**src/rtl/wshb_arbiter.sv**
```systemverilog
// Two-master, one-slave Wishbone arbiter with round-robin fairness.
// Define ARB_QUOTA_EN to make the owner yield after MAX_ACKS transfers when the other master waits.
module wshb_arbiter #(
    parameter int unsigned MAX_ACKS = 16,
    parameter int unsigned AW       = 32,
    parameter int unsigned DW       = 32
) (
    input  logic            clk,
    input  logic            rst_n,

    input  logic            m0_cyc,
    input  logic            m0_stb,
    input  logic            m0_we,
    input  logic [AW-1:0]   m0_adr,
    input  logic [DW/8-1:0] m0_sel,
    input  logic [DW-1:0]   m0_dat_ms,
    output logic            m0_ack,
    output logic [DW-1:0]   m0_dat_sm,

    input  logic            m1_cyc,
    input  logic            m1_stb,
    input  logic            m1_we,
    input  logic [AW-1:0]   m1_adr,
    input  logic [DW/8-1:0] m1_sel,
    input  logic [DW-1:0]   m1_dat_ms,
    output logic            m1_ack,
    output logic [DW-1:0]   m1_dat_sm,

    output logic            s_cyc,
    output logic            s_stb,
    output logic            s_we,
    output logic [AW-1:0]   s_adr,
    output logic [DW/8-1:0] s_sel,
    output logic [DW-1:0]   s_dat_ms,
    input  logic            s_ack,
    input  logic [DW-1:0]   s_dat_sm,

    output logic [1:0]      gnt
);

    typedef enum logic [1:0] {
        StIdle = 2'd0,
        StOwn0 = 2'd1,
        StOwn1 = 2'd2
    } state_e;

    state_e r_state;
    state_e w_state_nxt;
    logic   r_last;
    logic   w_last_nxt;

    // Owner-relative views so the release/quota rules are written once.
    logic   w_owner;
    logic   w_own_cyc;
    logic   w_own_stb;
    logic   w_oth_cyc;
    state_e w_oth_state;

    assign w_owner     = (r_state == StOwn1);
    assign w_own_cyc   = w_owner ? m1_cyc : m0_cyc;
    assign w_own_stb   = w_owner ? m1_stb : m0_stb;
    assign w_oth_cyc   = w_owner ? m0_cyc : m1_cyc;
    assign w_oth_state = w_owner ? StOwn0 : StOwn1;

`ifdef ARB_QUOTA_EN
    localparam int unsigned CW = $clog2(MAX_ACKS + 1);
    localparam logic [CW-1:0] CntMax   = CW'(MAX_ACKS);
    localparam logic [CW-1:0] CntMaxM1 = CW'(MAX_ACKS - 1);

    logic [CW-1:0] r_ack_cnt;
    logic [CW-1:0] w_ack_cnt_nxt;
    logic          w_exhausted;

    // The ack landing this cycle counts toward the quota, so the switch follows the last allowed ack.
    assign w_exhausted = (r_ack_cnt == CntMax) || (s_ack && (r_ack_cnt == CntMaxM1));
`else
    logic w_unused_max_acks;
    assign w_unused_max_acks = (MAX_ACKS != 0);
`endif

    always_comb begin
        w_state_nxt = r_state;
        w_last_nxt  = r_last;
`ifdef ARB_QUOTA_EN
        w_ack_cnt_nxt = r_ack_cnt;
`endif
        unique case (r_state)
            StIdle: begin
                if (m0_cyc && m1_cyc) begin
                    w_state_nxt = r_last ? StOwn0 : StOwn1;
                end else if (m0_cyc) begin
                    w_state_nxt = StOwn0;
                end else if (m1_cyc) begin
                    w_state_nxt = StOwn1;
                end
            end
            StOwn0, StOwn1: begin
                if (!w_own_cyc) begin
                    w_state_nxt = w_oth_cyc ? w_oth_state : StIdle;
                    w_last_nxt  = w_owner;
`ifdef ARB_QUOTA_EN
                    w_ack_cnt_nxt = '0;
                end else if (w_exhausted && w_oth_cyc && (s_ack || !w_own_stb)) begin
                    w_state_nxt   = w_oth_state;
                    w_last_nxt    = w_owner;
                    w_ack_cnt_nxt = '0;
                end else if (s_ack && (r_ack_cnt != CntMax)) begin
                    w_ack_cnt_nxt = r_ack_cnt + 1'b1;
`endif
                end
            end
            default: begin
                w_state_nxt = StIdle;
            end
        endcase
    end

`ifndef ARB_QUOTA_EN
    logic w_unused_own_stb;
    assign w_unused_own_stb = w_own_stb;
`endif

    always_ff @(posedge clk or negedge rst_n) begin
        if (!rst_n) begin
            r_state <= StIdle;
            r_last  <= 1'b1;
        end else begin
            r_state <= w_state_nxt;
            r_last  <= w_last_nxt;
        end
    end

`ifdef ARB_QUOTA_EN
    always_ff @(posedge clk or negedge rst_n) begin
        if (!rst_n) begin
            r_ack_cnt <= '0;
        end else begin
            r_ack_cnt <= w_ack_cnt_nxt;
        end
    end
`endif

    // Pure mux on registered state: reset forces StIdle, which drops every output at once.
    always_comb begin
        s_cyc     = 1'b0;
        s_stb     = 1'b0;
        s_we      = 1'b0;
        s_adr     = '0;
        s_sel     = '0;
        s_dat_ms  = '0;
        m0_ack    = 1'b0;
        m1_ack    = 1'b0;
        m0_dat_sm = '0;
        m1_dat_sm = '0;
        gnt       = 2'b00;
        unique case (r_state)
            StOwn0: begin
                s_cyc     = m0_cyc;
                s_stb     = m0_stb;
                s_we      = m0_we;
                s_adr     = m0_adr;
                s_sel     = m0_sel;
                s_dat_ms  = m0_dat_ms;
                m0_ack    = s_ack;
                m0_dat_sm = s_dat_sm;
                m1_dat_sm = s_dat_sm;
                gnt       = 2'b01;
            end
            StOwn1: begin
                s_cyc     = m1_cyc;
                s_stb     = m1_stb;
                s_we      = m1_we;
                s_adr     = m1_adr;
                s_sel     = m1_sel;
                s_dat_ms  = m1_dat_ms;
                m1_ack    = s_ack;
                m0_dat_sm = s_dat_sm;
                m1_dat_sm = s_dat_sm;
                gnt       = 2'b10;
            end
            default: begin
            end
        endcase
    end

endmodule

```
**config.mk**
```make
export PLATFORM = sky130hd
export DESIGN_NAME = wshb_arbiter
export DESIGN_NICKNAME = d
export VERILOG_FILES = /design/src/rtl/wshb_arbiter.sv
export SDC_FILE = /design/constraint.sdc
export NUM_CORES = 1
export LEC_CHECK = 0
export CORE_AREA = 2 2 124 126
export CTS_BUF_LIST = sky130_fd_sc_hd__clkbuf_8
export DETAILED_ROUTE_END_ITERATION = 8
export DIE_AREA = 0 0 126 128
export GPL_TIMING_DRIVEN = 0
export PLACE_DENSITY_LB_ADDON = 0.2
export SLEW_MARGIN = 40
export SYNTH_ARGS = -nofsm -noshare
export SYNTH_HDL_FRONTEND = slang
export SYNTH_SLANG_ARGS = --single-unit
```
**constraint.sdc**
```tcl
create_clock -name clk -period 5.3 [get_ports clk]
set_clock_uncertainty 0.1 [all_clocks]
set_input_delay 1.06 -clock clk [delete_from_list [all_inputs] [get_ports clk]]
set_output_delay 1.06 -clock clk [all_outputs]
set_load 0.03 [all_outputs]
```
# Word-level counts from Yosys, hierarchy flattened
# Index checks and enable logic that the tools add are counted.
# word_totals
regBits	3
input_bits	177
out_inout_bits	139
elab_cells	32
# classes
eq_ne	4
mux	20
bitwise	1
reduce_logical	5
# op_table
cell	n
32-bit one-hot mux with 2 select lines	2
32-bit two-way mux	1
2-bit two-way mux	7
2-bit one-hot mux with 2 select lines	2
4-bit one-hot mux with 2 select lines	1
1-bit one-hot mux with 2 select lines	3
1-bit two-way mux	4
4-bit != test (second input constant)	1
2-bit AND reduction	2
2-bit by 1-bit equality test with 1-bit output (second input constant)	1
2-bit equality test (second input constant)	1
2-bit logical NOT	1
2-bit != test (second input constant)	1
2-bit OR reduction	1
1-bit logical AND	1
1-bit NOT	1

# Logic depth before layout (Yosys ltp)
# depth
ltp_word	5
ltp_mapped	7
depth_no_buf	6

# Worst setup path before layout
# Ideal clock, no wire load.
# synth_timing
path_type	register to output
start	register r_state[0]
end	output m1_dat_sm[10]
arrival_time_ps	1679
t_required_ps	4140
path_slack_ps	2461
stages_incl_launch_ff	7
path_buffers	3
cell_sequence	dfrtp_1 inv_1 ha_1 clkbuf_2 clkbuf_1 and2_1 buf_4
# synth_between
elab_chain_cells	3
elab_cells_between_ends	4
classes_between	eq/ne: 2; mux: 1; reduce/logical: 1
# synth_lines
element	line	source
start, declared	47	state_e r_state;
start signal, assigned	125	r_state <= StIdle;
start signal, assigned	128	r_state <= w_state_nxt;
2-bit equality test / 2-bit by 1-bit equality test with 1-bit output (equally long branches)	n/a	
2-bit OR reduction (no source line) (*)	n/a	
32-bit two-way mux (*)	n/a	
end, declared	27	output logic [DW-1:0] m1_dat_sm,
# Every way passes the cells marked *; elsewhere a longest branch is shown, timed or not.

# Worst setup path after layout
# layout_timing
start	register r_state[0]
end	output s_stb
# layout_between
elab_chain_cells	2
elab_cells_between_ends	3
classes_between	eq/ne: 2; mux: 1
# layout_lines
element	line	source
2-bit equality test	n/a	
net w_owner	53	logic w_owner;
1-bit one-hot mux with 2 select lines	156	unique case (r_state)
end, declared	30	output logic s_stb,
# The timed path passes the listed nets, and every way through them passes these cells.

==> results.yml <==
outcome:
  status: "finished, final reports clean"
clocking:
  clock-sinks: 3
  insertion_delay_ps: 220
  hold_buffers: 0
  numCtsBuffers: 3
  cts_buffer_depth: 2
  clk_pin_slew_ps: 30
  htreeDepth: 1
  tritoncts: "yes"
  cts_setup_buffers: 0
  clockRootBuffer: "clkbuf_8"
  cts-resized-gates: 0
setup_path:
  crit_chain: "inv_1, ha_1, buf_2, clkbuf_1, a22oi_1, nor2_1, clkdlybuf4s50_1"
  path_buf_inv: 4
  slowest_delay_ps: 680
  reg2regPathDepth: 6
  crit_family: "buffers and inverters"
  endpoint_kind: "primary output"
  crit_type: "flop to primary output"
  r2r_slack_ps: 3360
  r2r_end: "r_state[0]$_DFFE_PN0P_"
  cp_max_fo: 10
  reg2reg_from: "r_state[0]$_DFFE_PN0P_"
  critPathArrivalTime_ps: 2740
  worstPathRequired_ps: 4140
  cp-start-kind: "flop"
  crit_slowest_cell: "clkdlybuf4s50_1"
sta:
  worst_pin_slew_ps: 550.5
  max_slew_margin_pct: 63.30
  max_freq_mhz: 256.6
  period_minus_slack_ps: 3897
  setup_viol: 0
  slew_violations: 0
  fin_tns_setup_ps: 0
  hold_viol_final: 0
  rsz0062_at_grt: "no"
  fin_crit_sh_pct: 73.52
synth:
  async_reset_ff_share_pct: 100.0
  synth_top_cell_by_area: "a22oi_1"
  synth_top_area_share_pct: 32.05
  synth_top_flop_cell: "dfrtp_1"
  synth_seq_cells: 3
  synthTopCellsByArea: "a22oi_1, nor2_1, buf_4"
  ys_warn_count: 0
  synthesis.area_sq_um: 1663
  synth_edf_count: 0
  synth.most_common_cell: "nor2_1"
  synth.distinct_cells: 24
  syn_inst: 266
  synth-seq-area-share_pct: 4.590
  synthesis.area_per_instance_sq_um: 6.251
  synth_common_cells: "nor2_1, a22oi_1, and2_1, buf_4, clkbuf_1"
  synth_nets: 449
power:
  power_uw: 3491
  cellPowerDensity_nw_per_um2: 685.1
  peakVddDrop_mv: 0.2392
  leakage_uw: 0.001934
placed_design:
  port_buffers: 315
  place.gp.congestion: 0.7748
  hpwl_mm: 9.896
route:
  wl_per_cell_um: 15.03
  drtIter0Drc: 85
  route.detailed.drc: 0
  ant_nets: 0
  routed_wl_mm: 11.62
  first_pass_iters: 4
  vias: 3132
  vias_per_cell: 4.052
finish:
  regArea_sq_um: 76.32
  multi_input_area_sq_um: 1214
  final_nets: 769
  n_fill_cell: 1556
  n_antenna_cell: 0
  fin_util_pct: 34.28
  syn2layout_area_growth_pct: 206.5
  drive_above_1_share_pct: 8.034
floorplanning:
  ios: 316
  num_rows: 45
  die_y_um: 128
  die-area_sq_um: 16130
  core_sq_um: 14860
  die_x_um: 126
  start_util_pct: 11.19
grt:
  grt_pass1_vias: 3109
  grt_max_degree: 11
  antenna_found_initial: 0
  overflow: 0
  grt_pass1_wl_mm: 16.60
  grtUsageTotal_pct: 12.85
worst_hold_path:
  hold_end: "r_state[0]$_DFFE_PN0P_"
  hold_depth: 1
  hold_start: "r_state[0]$_DFFE_PN0P_"
  hold_path_class: "flop to flop"
flow_run:
  max_cap_violations: 0
## cell families after synthesis
| logic type | Yosys count | share of synthesized area (%) |
|---|---|---|
| AOI/OAI and AO/OA | 78 | 36.12 |
| and+or+nand+nor | 112 | 30.78 |
| muxes | 2 | 1.580 |
| buffers and inverters | 65 | 22.42 |
| adders and majority gates | 6 | 4.515 |
| DFF | 3 | 4.590 |
## cell type report
class	instances	share of cell area, %
Buffer	60	6.948
Clock buffer	3	0.8102
Clock inverter	1	0.07366
Inverter	5	0.3683
Multi-Input combinational cell	198	23.82
Sequential cell	3	1.498
Tap cell	188	4.616
Timing Repair Buffer	315	61.87
## placed cells by master (no fill, tap or decap)
cell type	synthesis	routed
a21oi_1	2	2
a22oi_1	71	71
a22oi_4	1	1
a32oi_1	1	1
and2_1	33	33
and2_2	1	1
buf_1	1	1
buf_2	3	3
buf_4	33	33
clkbuf_1	22	22
clkbuf_2	1	1
clkbuf_8	0	3
clkdlybuf4s50_1	0	315
dfrtp_1	2	2
dfstp_2	1	1
ha_1	6	6
inv_1	4	5
inv_2	1	1
mux2_2	1	1
mux2_4	1	1
nand2_1	2	2
nor2_1	74	74
nor2b_1	2	2
o21a_1	1	1
o21ai_0	1	1
o221ai_2	1	1
## report_power, final
group          leakage (uW)  internal (uW)  switching [uW]  total [uW]
combinational       0.00187           1400            1970        3380
clock             0.0000269           49.3            15.1        64.5
sequential        0.0000349           37.4            12.9        50.3
total               0.00193           1490            2000        3490
## flip-flops by register name, summed over array words and instances, names as in the netlist
register	flops
r_state	2
r_last	1
## through the flow
| stage | worst slack (ps) | hold WS [ps] | instances | instance area, sq um |
|---|---|---|---|---|
| 6_report | 1403 | 499.5 | 773 | 5096 |
| 5_1_grt | 1202 | 534.2 | 773 | 5096 |
| 4_1_cts | 1318 | 501.0 | 773 | 5096 |
| 3_5_place_dp | 1542 | 493.8 | 769 | 5051 |
| 3_3_place_gp | 1578 | 490.3 | 769 | 5051 |
| 2_1_floorplan | 2461 | 444.0 | 266 | 1663 |
## worst reg2reg max path, stage by stage (launching register included)
cell,delay (ps)
dfrtp_1,420
inv_1,130
ha_1,340
mux2_4,360
a22oi_4,240
o221ai_2,120
o21a_1,120
## metal layers
metal	track usage, %	vias to the layer above	routed length [um]
li1	-	1538	-
met1	14.15	1405	4382
met2	25.08	181	6111
met3	3.381	8	1033
met4	1.875	0	91
met5	0	-	0
## how the worst max path moves through the flow
stage / start / end / cells past startpoint
global placement: m0_cyc / s_cyc / 4
global route: r_state[0]$_DFFE_PN0P_ / s_adr[25] / 7
floorplan: r_state[0]$_DFFE_PN0P_ / m1_dat_sm[10] / 6
CTS: r_state[0]$_DFFE_PN0P_ / s_adr[25] / 7
finish: r_state[0]$_DFFE_PN0P_ / s_stb / 7
detailed placement: r_state[0]$_DFFE_PN0P_ / s_adr[25] / 7
Power figures use the tool's default switching activity.
